--- src/rtl/wb_burst_arbiter.sv ---
// Two-master Wishbone burst arbiter: round-robin on ties, latched burst
// length, beat counting, and a stalled-slave timeout that aborts with err.
module wb_burst_arbiter #(
    parameter int AW  = 24,
    parameter int DW  = 16,
    parameter int TMO = 255
) (
    input  logic          i_clk,
    input  logic          i_rst,

    input  logic          m0_cyc,
    input  logic          m0_stb,
    input  logic          m0_we,
    input  logic [AW-1:0] m0_adr,
    input  logic [DW-1:0] m0_dat_o,
    input  logic [1:0]    m0_sel,
    input  logic          m0_burst8,
    output logic          m0_ack,
    output logic          m0_err,
    output logic [DW-1:0] m0_dat_i,

    input  logic          m1_cyc,
    input  logic          m1_stb,
    input  logic          m1_we,
    input  logic [AW-1:0] m1_adr,
    input  logic [DW-1:0] m1_dat_o,
    input  logic [1:0]    m1_sel,
    input  logic          m1_burst4,
    input  logic          m1_burst8,
    output logic          m1_ack,
    output logic          m1_err,
    output logic [DW-1:0] m1_dat_i,

    output logic          s_cyc,
    output logic          s_stb,
    output logic          s_we,
    output logic [AW-1:0] s_adr,
    output logic [DW-1:0] s_dat_o,
    output logic [1:0]    s_sel,
    output logic [1:0]    s_burst,
    input  logic          s_ack,
    input  logic          s_err,
    input  logic [DW-1:0] s_dat_i,

    output logic [1:0]    o_owner
);

    typedef enum logic [1:0] {
        IDLE = 2'd0,
        OWN0 = 2'd1,
        OWN1 = 2'd2
    } state_t;

    localparam logic [1:0] BL_1 = 2'd0;
    localparam logic [1:0] BL_4 = 2'd1;
    localparam logic [1:0] BL_8 = 2'd2;
    localparam logic [7:0] TMO_L = 8'(TMO);

    state_t     r_state;
    state_t     w_next;
    logic       r_last;
    logic [1:0] r_blen;
    logic [3:0] r_beat;
    logic [7:0] r_tmo;

    logic       w_own0;
    logic       w_own1;
    logic       w_own;
    logic       w_cyc;
    logic       w_stb;
    logic       w_grant0;
    logic       w_grant1;
    logic [1:0] w_len0;
    logic [1:0] w_len1;
    logic [3:0] w_beat_inc;
    logic [3:0] w_beat_tgt;
    logic       w_tmo_hit;
    logic       w_burst_done;
    logic       w_release;

    assign w_own0 = (r_state == OWN0);
    assign w_own1 = (r_state == OWN1);
    assign w_own  = w_own0 | w_own1;
    assign w_cyc  = w_own1 ? m1_cyc : m0_cyc;
    assign w_stb  = w_own1 ? m1_stb : m0_stb;

    // r_last = 1 means m1 held the bus last, so m0 wins the next tie
    assign w_grant0 = m0_cyc & (~m1_cyc | r_last);
    assign w_grant1 = m1_cyc & (~m0_cyc | ~r_last);

    assign w_len0 = m0_burst8 ? BL_8 : BL_1;
    assign w_len1 = m1_burst8 ? BL_8 : (m1_burst4 ? BL_4 : BL_1);

    assign w_beat_inc = r_beat + 4'd1;
    assign w_beat_tgt = (r_blen == BL_8) ? 4'd8 : 4'd4;
    assign w_tmo_hit  = w_own & (r_tmo == TMO_L);

    assign w_burst_done = (r_blen != BL_1) & s_ack & ~w_tmo_hit &
                          (w_beat_inc == w_beat_tgt);

    assign w_release = w_own &
                       (~w_cyc | s_err | w_tmo_hit | w_burst_done);

    always_ff @(posedge i_clk or negedge i_rst) begin
        if (!i_rst) begin
            r_state <= IDLE;
        end else begin
            r_state <= w_next;
        end
    end

    always_comb begin
        w_next = r_state;
        unique case (r_state)
            IDLE: begin
                unique case (1'b1)
                    w_grant0: w_next = OWN0;
                    w_grant1: w_next = OWN1;
                    default:  w_next = IDLE;
                endcase
            end
            OWN0, OWN1: begin
                if (w_release) begin
                    w_next = IDLE;
                end
            end
            default: w_next = IDLE;
        endcase
    end

    always_ff @(posedge i_clk or negedge i_rst) begin
        if (!i_rst) begin
            r_last <= 1'b1;
            r_blen <= BL_1;
            r_beat <= 4'd0;
            r_tmo  <= 8'd0;
        end else if (!w_own) begin
            r_beat <= 4'd0;
            r_tmo  <= 8'd0;
            if (w_grant0) begin
                r_blen <= w_len0;
            end else if (w_grant1) begin
                r_blen <= w_len1;
            end
        end else begin
            if (w_release) begin
                r_last <= w_own1;
            end
            if (s_ack && !w_tmo_hit) begin
                r_beat <= w_beat_inc;
            end
            if (w_stb && !s_ack && !s_err && !w_tmo_hit) begin
                r_tmo <= r_tmo + 8'd1;
            end else begin
                r_tmo <= 8'd0;
            end
        end
    end

    // The timeout cycle drops cyc/stb to the slave and turns into an err
    always_comb begin
        s_cyc   = 1'b0;
        s_stb   = 1'b0;
        s_we    = 1'b0;
        s_adr   = '0;
        s_dat_o = '0;
        s_sel   = '0;
        s_burst = '0;
        m0_ack  = 1'b0;
        m0_err  = 1'b0;
        m1_ack  = 1'b0;
        m1_err  = 1'b0;
        o_owner = '0;
        unique case (r_state)
            OWN0: begin
                o_owner = 2'b01;
                s_cyc   = ~w_tmo_hit;
                s_stb   = m0_stb & ~w_tmo_hit;
                s_we    = m0_we;
                s_adr   = m0_adr;
                s_dat_o = m0_dat_o;
                s_sel   = m0_sel;
                s_burst = r_blen;
                m0_ack  = s_ack & ~w_tmo_hit;
                m0_err  = s_err | w_tmo_hit;
            end
            OWN1: begin
                o_owner = 2'b10;
                s_cyc   = ~w_tmo_hit;
                s_stb   = m1_stb & ~w_tmo_hit;
                s_we    = m1_we;
                s_adr   = m1_adr;
                s_dat_o = m1_dat_o;
                s_sel   = m1_sel;
                s_burst = r_blen;
                m1_ack  = s_ack & ~w_tmo_hit;
                m1_err  = s_err | w_tmo_hit;
            end
            default: begin
                o_owner = '0;
            end
        endcase
    end

    assign m0_dat_i = s_dat_i;
    assign m1_dat_i = s_dat_i;

endmodule

--- config.mk ---
export PLATFORM = sky130hd
export DESIGN_NAME = wb_burst_arbiter
export DESIGN_NICKNAME = d
export VERILOG_FILES = /design/src/rtl/wb_burst_arbiter.sv
export SDC_FILE = /design/constraint.sdc
export NUM_CORES = 1
export LEC_CHECK = 0
export ABC_AREA = 1
export CAP_MARGIN = 30
export CORE_AREA = 2 2 81 83
export DETAILED_ROUTE_END_ITERATION = 12
export DIE_AREA = 0 0 83 85
export GPL_TIMING_DRIVEN = 0
export PLACE_DENSITY = 0.87
export SYNTH_ARGS = -nofsm -noshare
export SYNTH_HDL_FRONTEND = slang
export SYNTH_SLANG_ARGS = --single-unit
--- constraint.sdc ---
create_clock -name i_clk -period 3.49 [get_ports i_clk]
set_clock_uncertainty 0.2 [all_clocks]
set_input_delay 0.698 -clock i_clk [delete_from_list [all_inputs] [get_ports i_clk]]
set_output_delay 0.698 -clock i_clk [all_outputs]
set_load 0.01 [all_outputs]
==> impl_metrics.py, run 1 <==
metrics = {
    "clock_tree": {
        "clockRootBuffer": "clkbuf_8",
        "clock-sinks": 17,
        "htree_levels": 1,
        "cts_buffers": 3,
        "cts_resized": 0,
        "post_cts_buffers": 0,
        "clock_latency_ps": 250,
        "cts_tree": "yes",
        "cts_buffer_depth": 2,
        "clk_pin_slew_ps": 60,
        "ctsHoldBuffers": 0,
    },
    "worst_setup_path": {
        "arrival_ps": 2410,
        "path_max_fanout": 10,
        "worstSetupPathType": "reg -> out",
        "required_ps": 2590,
        "start_kind": "flop",
        "crit_path_end_kind": "primary output",
    },
    "logic_synthesis": {
        "synth_top_area_share_pct": 21.0,
        "synth_area_um2": 1950,
        "ys_ff_latch": 17,
        "ys.warnings.count": 0,
        "ys_types": 33,
        "synthCells": 313,
        "syn_nets": 432,
        "synth_area_leaders": "nand2_1, dfrtp_1, buf_4",
        "synth.avg_cell_area_um2": 6.22,
        "seq_area_frac_synth_pct": 21.9,
        "yosys.area.top_type": "nand2_1",
    },
    "timing": {
        "slew-limit-headroom_pct": 46.9,
        "fmax_mhz": 302,
        "setup_viol_count_final": 0,
        "fin_crit_ps": 3310,
        "hold_viol": 0,
        "worst_pin_slew_ps": 793,
        "post-route-period-util_pct": 94.8,
        "worst_slack_ps": 181,
        "maxSlewViolCount": 0,
        "rsz0062_at_grt": "false",
        "finalSetupTns_ps": 0,
    },
    "final_layout": {
        "final_common_cell": "clkdlybuf4s50_1",
        "num_antenna_cells": 0,
        "drive_gt1_share_pct": 14.9,
        "syn_to_final_growth_pct": 102,
        "finalNetCount": 617,
        "mostFrequentLayoutCells": "clkdlybuf4s50_1, nand2_1, a21oi_1",
    },
    "power": {
        "p_leak_nw": 1.73,
        "power_density_nw_per_um2": 507,
        "peakVddDrop_mv": 0.261,
    },
    "drt": {
        "ant_nets": 0,
        "drt-total-wl_um": 8670,
        "drtIter0Drc": 107,
        "vias": 2648,
        "drc": 0,
        "viasPerCell": 4.61,
        "wire_per_inst_um": 15.1,
        "dr.pass1.iters": 4,
    },
    "global_routing": {
        "grt_usage_pct": 23.5,
        "overflow": 0,
        "grt_pass1_vias": 2635,
        "antenna_found_initial": 0,
        "grt_pass1_wl_um": 13300,
        "grt_max_degree": 18,
    },
    "floorplan": {
        "die_area_um2": 7060,
        "die_h_um": 85,
        "fp.coreArea_um2": 6200,
        "io_pins": 198,
        "initial_utilization_pct": 31.4,
        "die_w_um": 83,
        "row_count": 29,
    },
    "run_status": {
        "outcome": "complete, no violations",
    },
    "job": {
        "maxCapViolCount": 0,
    },
    "placed_design": {
        "numPortBuffers": 181,
        "hpwl_um": 7350,
        "place_ws_ps": 319,
        "globalplace.congestion": 0.931,
    },
    "min_path": {
        "worstHoldPathType": "reg -> reg",
    },
}
-- state kept, by name, indices dropped and copies added, names as in the netlist --
register  count
r_tmo         8
r_beat        4
r_blen        2
r_state       2
r_last        1
-- synthesized netlist by cell type (all sizes together) --
cell type,count
nand3,9
dfrtp,16
and3,1
ha,6
nand2,117
dfstp,1
inv,23
nor3b,3
nor3,2
nand4,5
a211oi,1
clkbuf,8
a21oi,46
o21ai,7
o22ai,1
xnor2,1
xor2,2
mux2i,1
buf,41
nor2,21
a31oi,1
-- critical path: stages, from the launching register on --
cell and delay [ps]:
dfrtp_1 410, inv_1 130, ha_1 300, buf_4 220, buf_2 260, nand2_1 80, a21oi_1 160, clkdlybuf4s50_1 580
-- power by group --
part | switching (mW) | internal, mW
Clock | 0.0673 | 0.0811
Combinational | 0.835 | 0.736
Sequential | 0.0373 | 0.238
Total | 0.940 | 1.05
-- logic make-up (layout without fill, tap and decap cells) --
logic type	after synthesis	after routing	share of synthesized area, %
DFF	17	17	21.9
adders and majority gates	6	6	3.86
and+or+nand+nor	158	158	36.3
buffers and inverters	72	256	21.2
AOI/OAI and AO/OA	56	56	14.9
xor gates and xnor gates	3	3	1.35
muxes	1	1	0.514
-- layout make-up --
class,instances,area (um2)
multi-input combinational,224,1120
buffer,48,330
sequential,17,427
inverter,23,86.3
tap,77,96.3
fill,556,2270
timing repair buffer,181,1830
clock buffer,4,45.0
-- metrics by stage --
step / util, % / power [mW] / area [um2] / std cells / hold WS, ps
floorplan: - / 1.07 / 1950 / 313 / 202
global placement: 62.1 / 1.80 / 3850 / 571 / 245
detailed placement: 62.1 / 1.83 / 3850 / 571 / 259
CTS: 62.8 / 1.99 / 3900 / 575 / 267
global route: 63.5 / 2.17 / 3940 / 574 / 301
finish: 63.5 / 1.99 / 3940 / 574 / 259
-- worst paths after layout --
| check | depth (start not counted) | endpoint | from | slack, ps |
|---|---|---|---|---|
| min | 1 | r_tmo[0]$_DFF_PN0_ | r_tmo[0]$_DFF_PN0_ | 260 |
| min reg2reg | 1 | r_tmo[0]$_DFF_PN0_ | r_tmo[0]$_DFF_PN0_ | 260 |
| max | 7 | s_dat_o[13] | r_state[0]$_DFFE_PN0P_ | 180 |
| max in group asynchronous | 1 | r_beat[3]$_DFFE_PN0P_ | i_rst | 1890 |
| min in group asynchronous | 1 | r_tmo[7]$_DFF_PN0_ | i_rst | 710 |
| max reg2reg | 9 | r_state[0]$_DFFE_PN0P_ | r_state[0]$_DFFE_PN0P_ | 1600 |
-- per-layer routing --
metal / part of all wire, % / up-vias / GRT usage [%]
met2: 49 / 122 / 40.1
li1: - / 1326 / -
met3: 11 / 13 / 10.5
met1: 39 / 1187 / 27.7
met5: 0 / - / 0
met4: 1.5 / 0 / 4.32
Note: power is estimated with default switching activity, not from simulation.
==> inputs of run 2 (changes only) <==
CORE_AREA = 3 3 82 84   (was 2 2 81 83)
DIE_AREA = 0 0 85 87   (was 0 0 83 85)
==> impl_metrics.py, run 2 (synthesized netlist as in run 1, its figures left out) <==
metrics = {
    "run_status": {
        "outcome": "complete, no violations",
    },
    "final_layout": {
        "finalNetCount": 616,
        "largest_register_ffs": 8,
        "fin_util_pct": 65.2,
        "num_antenna_cells": 0,
        "final_common_cell": "clkdlybuf4s50_1",
        "mostFrequentLayoutCells": "clkdlybuf4s50_1, nand2_1, a21oi_1",
        "reg.largest.list": "r_tmo (8), r_beat (4)",
        "drive_gt1_share_pct": 14.7,
        "syn_to_final_growth_pct": 101,
        "design_area_um2": 3910,
        "regMostFlops": "r_tmo",
    },
    "global_routing": {
        "grt_max_degree": 18,
        "grt_pass1_vias": 2489,
        "overflow": 0,
        "grt_pass1_wl_um": 12700,
        "antenna_found_initial": 0,
        "grt_use_met1_pct": 26.7,
        "grt_use_met2_pct": 38.4,
        "top_usage_layer": "met2",
        "met3_usage_pct": 3.41,
        "grt_usage_pct": 21.0,
    },
    "clock_tree": {
        "clockRootBuffer": "clkbuf_8",
        "cts_buffers": 3,
        "clk_pin_slew_ps": 60,
        "clock-sinks": 17,
        "clock_latency_ps": 250,
        "cts_tree": "yes",
        "cts_buffer_depth": 2,
        "htree_levels": 1,
    },
    "worst_setup_path": {
        "path_max_fanout": 10,
        "critPathSlowestCell": "clkdlybuf4s50_1",
        "critPathMaxStageDelay_ps": 580,
        "path_cells": "inv_1 > ha_1 > buf_6 > inv_2 > buf_2 > buf_2 > a21oi_1 > clkdlybuf4s50_1",
        "path_common_cell": "buf_2",
        "path_delay_family": "buffers and inverters",
        "arrival_ps": 2480,
        "required_ps": 2590,
        "worstSetupPathType": "reg -> out",
        "crit_path_end_kind": "primary output",
        "cp-startpoint": "r_state[0]$_DFFE_PN0P_",
        "start_kind": "flop",
        "reg2reg_from": "r_state[0]$_DFFE_PN0P_",
        "crit_buf_inv": 6,
    },
    "drt": {
        "dr.pass1.iters": 4,
        "vias": 2643,
        "drt-total-wl_um": 8450,
        "ant_nets": 0,
        "wire_per_inst_um": 14.8,
        "viasPerCell": 4.63,
        "drtIter0Drc": 72,
        "drc": 0,
    },
    "timing": {
        "slew-limit-headroom_pct": 46.6,
        "finalSetupTns_ps": 0,
        "hold_viol": 0,
        "fin_hold_ws_ps": 257,
        "maxSlewViolCount": 0,
        "post-route-period-util_pct": 96.8,
        "rsz0062_at_grt": "false",
        "setup_viol_count_final": 0,
        "fin_crit_ps": 3380,
        "worst_pin_slew_ps": 799,
        "fmax_mhz": 296,
    },
    "floorplan": {
        "die_w_um": 85,
        "initial_utilization_pct": 32.5,
        "die_h_um": 87,
        "fp.coreArea_um2": 5990,
        "row_count": 28,
        "die_area_um2": 7400,
        "io_pins": 198,
    },
    "power": {
        "p_leak_nw": 1.66,
        "power_density_nw_per_um2": 507,
        "peakVddDrop_mv": 0.370,
    },
    "placed_design": {
        "globalplace.congestion": 0.877,
        "hpwl_um": 7030,
        "numPortBuffers": 181,
        "place_area_um2": 3850,
    },
    "min_path": {
        "worstHoldStart": "r_tmo[0]$_DFF_PN0_",
        "worstHoldPathType": "reg -> reg",
    },
    "job": {
        "maxCapViolCount": 0,
    },
}
run 2: worst paths after layout:
| kind | slack [ps] | end | cells after the start |
|---|---|---|---|
| worst max-delay path | 110 | s_adr[14] | 8 |
| worst min-delay path | 260 | r_tmo[0]$_DFF_PN0_ | 1 |
| min in group asynchronous | 710 | r_beat[0]$_DFFE_PN0P_ | 1 |
| max in group asynchronous | 1880 | r_tmo[2]$_DFF_PN0_ | 1 |
| worst min register to register | 260 | r_tmo[0]$_DFF_PN0_ | 1 |
| worst max register to register | 1520 | r_beat[2]$_DFFE_PN0P_ | 8 |
run 2: metrics by stage:
stage                     instances  power [mW]  setup slack (ps)
after floorplan                 313        1.07              1110
after global placement          569        1.81               244
after detailed placement        569        1.84               216
after CTS                       573        2.00              32.9
after global routing            571        2.14              10.5
final                           571        1.98               112
run 2: where the power goes:
group          internal, mW  leakage, nW  switching [mW]
Sequential            0.238        0.228          0.0344
Combinational         0.721         1.41           0.841
Clock                0.0810       0.0228          0.0654
Total                  1.04         1.66           0.941
run 2: area by class of cell:
| type | instances | area [um2] |
|---|---|---|
| Tap cell | 75 | 93.8 |
| Multi-Input combinational cell | 224 | 1110 |
| Inverter | 23 | 86.3 |
| Clock buffer | 4 | 45.0 |
| Fill cell | 518 | 2080 |
| Timing Repair Buffer | 181 | 1820 |
| Sequential cell | 17 | 427 |
| Buffer | 47 | 327 |
run 2: what timing repair did:
action	4_1_cts	5_1_grt
setup buffers	0	0
setup endpoints to repair	6	39
gates resized for setup	1	15
hold buffers	0	0
run 2: metal layers:
layer / part of all wire [%] / up-vias / wire, um
met5: 0 / - / 0
met2: 53 / 127 / 4460
li1: - / 1331 / -
met3: 7.2 / 4 / 610
met4: 0.64 / 0 / 54
met1: 39 / 1181 / 3320
==> inputs of run 3 (changes only) <==
ABC_AREA = 0   (was 1)
GPL_TIMING_DRIVEN = not set   (was 0)
==> impl_metrics.py, run 3 <==
metrics = {
    "run_status": {
        "outcome": "complete, no violations",
    },
    "drt": {
        "viasPerCell": 4.92,
        "wire_per_inst_um": 17.1,
        "vias": 2077,
        "dr.pass1.iters": 4,
        "drtIter0Drc": 51,
        "ant_nets": 0,
        "drt-total-wl_um": 7210,
        "drc": 0,
    },
    "clock_tree": {
        "cts_buffer_depth": 2,
        "post_cts_buffers": 0,
        "clock_latency_ps": 250,
        "ctsHoldBuffers": 0,
        "cts_tree": "yes",
        "cts_resized": 0,
        "clockRootBuffer": "clkbuf_8",
        "clk_pin_slew_ps": 70,
        "cts_buffers": 3,
        "htree_levels": 1,
        "clock-sinks": 17,
    },
    "floorplan": {
        "die_w_um": 85,
        "die_h_um": 87,
        "fp.coreArea_um2": 5990,
        "row_count": 28,
        "io_pins": 198,
        "initial_utilization_pct": 33.2,
        "die_area_um2": 7400,
    },
    "final_layout": {
        "largest_register_ffs": 8,
        "finalNetCount": 467,
        "drive_gt1_share_pct": 5.19,
        "reg.largest.list": "r_tmo (8), r_beat (4)",
        "syn_to_final_growth_pct": 68.7,
        "mostFrequentLayoutCells": "clkdlybuf4s50_1, nor2b_1, a22oi_1",
        "num_antenna_cells": 0,
        "regMostFlops": "r_tmo",
        "final_common_cell": "clkdlybuf4s50_1",
    },
    "logic_synthesis": {
        "yosys.area.top_type": "dfrtp_1",
        "synth_area_leaders": "dfrtp_1, a22oi_1, nor2b_1",
        "synth_edf_count": 0,
        "ys.warnings.count": 0,
        "seq_area_frac_synth_pct": 21.4,
        "synth_ff_type": "dfrtp_1",
        "yosysMostFrequentCell": "nor2b_1",
        "synthTopCellsByCount": "nor2b_1, a22oi_1, buf_4, dfrtp_1",
        "syn_nets": 358,
        "synth.avg_cell_area_um2": 8.33,
        "ys_types": 41,
        "ys_ff_latch": 17,
        "synthCells": 239,
        "synth_area_um2": 1990,
        "synth_top_area_share_pct": 20.1,
        "synth-async-reset-ratio_pct": 100,
    },
    "global_routing": {
        "grt_pass1_wl_um": 11000,
        "antenna_found_initial": 0,
        "overflow": 0,
        "grt_pass1_vias": 2097,
        "grt_max_degree": 47,
        "grt_usage_pct": 18.4,
    },
    "min_path": {
        "worstHoldPathType": "reg -> reg",
    },
    "timing": {
        "slew-limit-headroom_pct": 49.8,
        "maxSlewViolCount": 0,
        "fmax_mhz": 319,
        "rsz0062_at_grt": "false",
        "worst_pin_slew_ps": 751,
        "finalSetupTns_ps": 0,
        "post-route-period-util_pct": 89.9,
        "fin_crit_ps": 3140,
        "hold_viol": 0,
        "setup_viol_count_final": 0,
    },
    "power": {
        "peakVddDrop_mv": 0.726,
        "fin_total_pwr_mw": 1.84,
        "power_density_nw_per_um2": 548,
        "p_leak_nw": 1.22,
    },
    "worst_setup_path": {
        "arrival_ps": 2240,
        "required_ps": 2590,
        "start_kind": "flop",
        "worstSetupPathType": "reg -> out",
        "crit_path_end_kind": "primary output",
        "path_max_fanout": 45,
    },
    "placed_design": {
        "globalplace.congestion": 0.845,
        "numPortBuffers": 149,
        "hpwl_um": 5800,
    },
    "job": {
        "maxCapViolCount": 0,
    },
}
-- run 3: through the flow --
step	utilization (%)	hold slack, ps	cells	area (um2)	setup WS [ps]
final	56.1	287	422	3360	351
after global routing	56.1	334	422	3360	175
after CTS	56.1	290	422	3360	333
after detailed placement	55.3	281	418	3310	553
after global placement	55.3	274	418	3310	573
after floorplan	-	202	239	1990	1110
-- run 3: critical path: stages (launching register included) --
cell,delay [ps]
dfrtp_1,390
inv_1,120
ha_1,160
buf_4,400
a22oi_1,130
nor2b_1,200
clkdlybuf4s50_1,570
-- run 3: logic make-up after synthesis --
kind of cell	synth area share (%)
DFF	21.4
muxes	3.64
buffers and inverters	16.7
adders and majority gates	3.77
and+or+nand+nor	28.2
AOI/OAI and AO/OA	22.3
xor gates and xnor gates	3.96
-- run 3: final cells by class --
| cell class | instances | area (um2) |
|---|---|---|
| clock buffers | 3 | 41.3 |
| inverters | 5 | 18.8 |
| fillers | 538 | 2630 |
| flip-flops and latches | 17 | 427 |
| well taps | 75 | 93.8 |
| clock inverters | 1 | 5.00 |
| repair buffers | 154 | 1540 |
| multi-input cells | 167 | 1230 |
-- run 3: metal layers --
layer	global-route usage, %	up-vias	wire [um]
li1	-	1021	-
met1	22.2	953	2810
met2	32.1	97	3670
met3	5.58	6	662
met4	4.03	0	64
met5	0	-	0
-- run 3: path summary, 6_finish.rpt --
kind	start	end	slack (ps)	depth (start not counted)
max	r_state[1]$_DFFE_PN0P_	s_dat_o[4]	350	6
min	r_tmo[0]$_DFF_PN0_	r_tmo[0]$_DFF_PN0_	290	1
max reg2reg	r_state[1]$_DFFE_PN0P_	r_last$_DFFE_PN1P_	1450	7
min reg2reg	r_tmo[0]$_DFF_PN0_	r_tmo[0]$_DFF_PN0_	290	1
max in group asynchronous	i_rst	r_blen[0]$_DFFE_PN0P_	1930	1
min in group asynchronous	i_rst	r_tmo[3]$_DFF_PN0_	690	1
-- run 3: where the power goes --
part	internal, mW	leakage [nW]	switching (mW)	total [mW]
combinational	0.780	0.968	0.645	1.43
clock	0.0793	0.0255	0.0692	0.149
sequential	0.234	0.229	0.0337	0.268
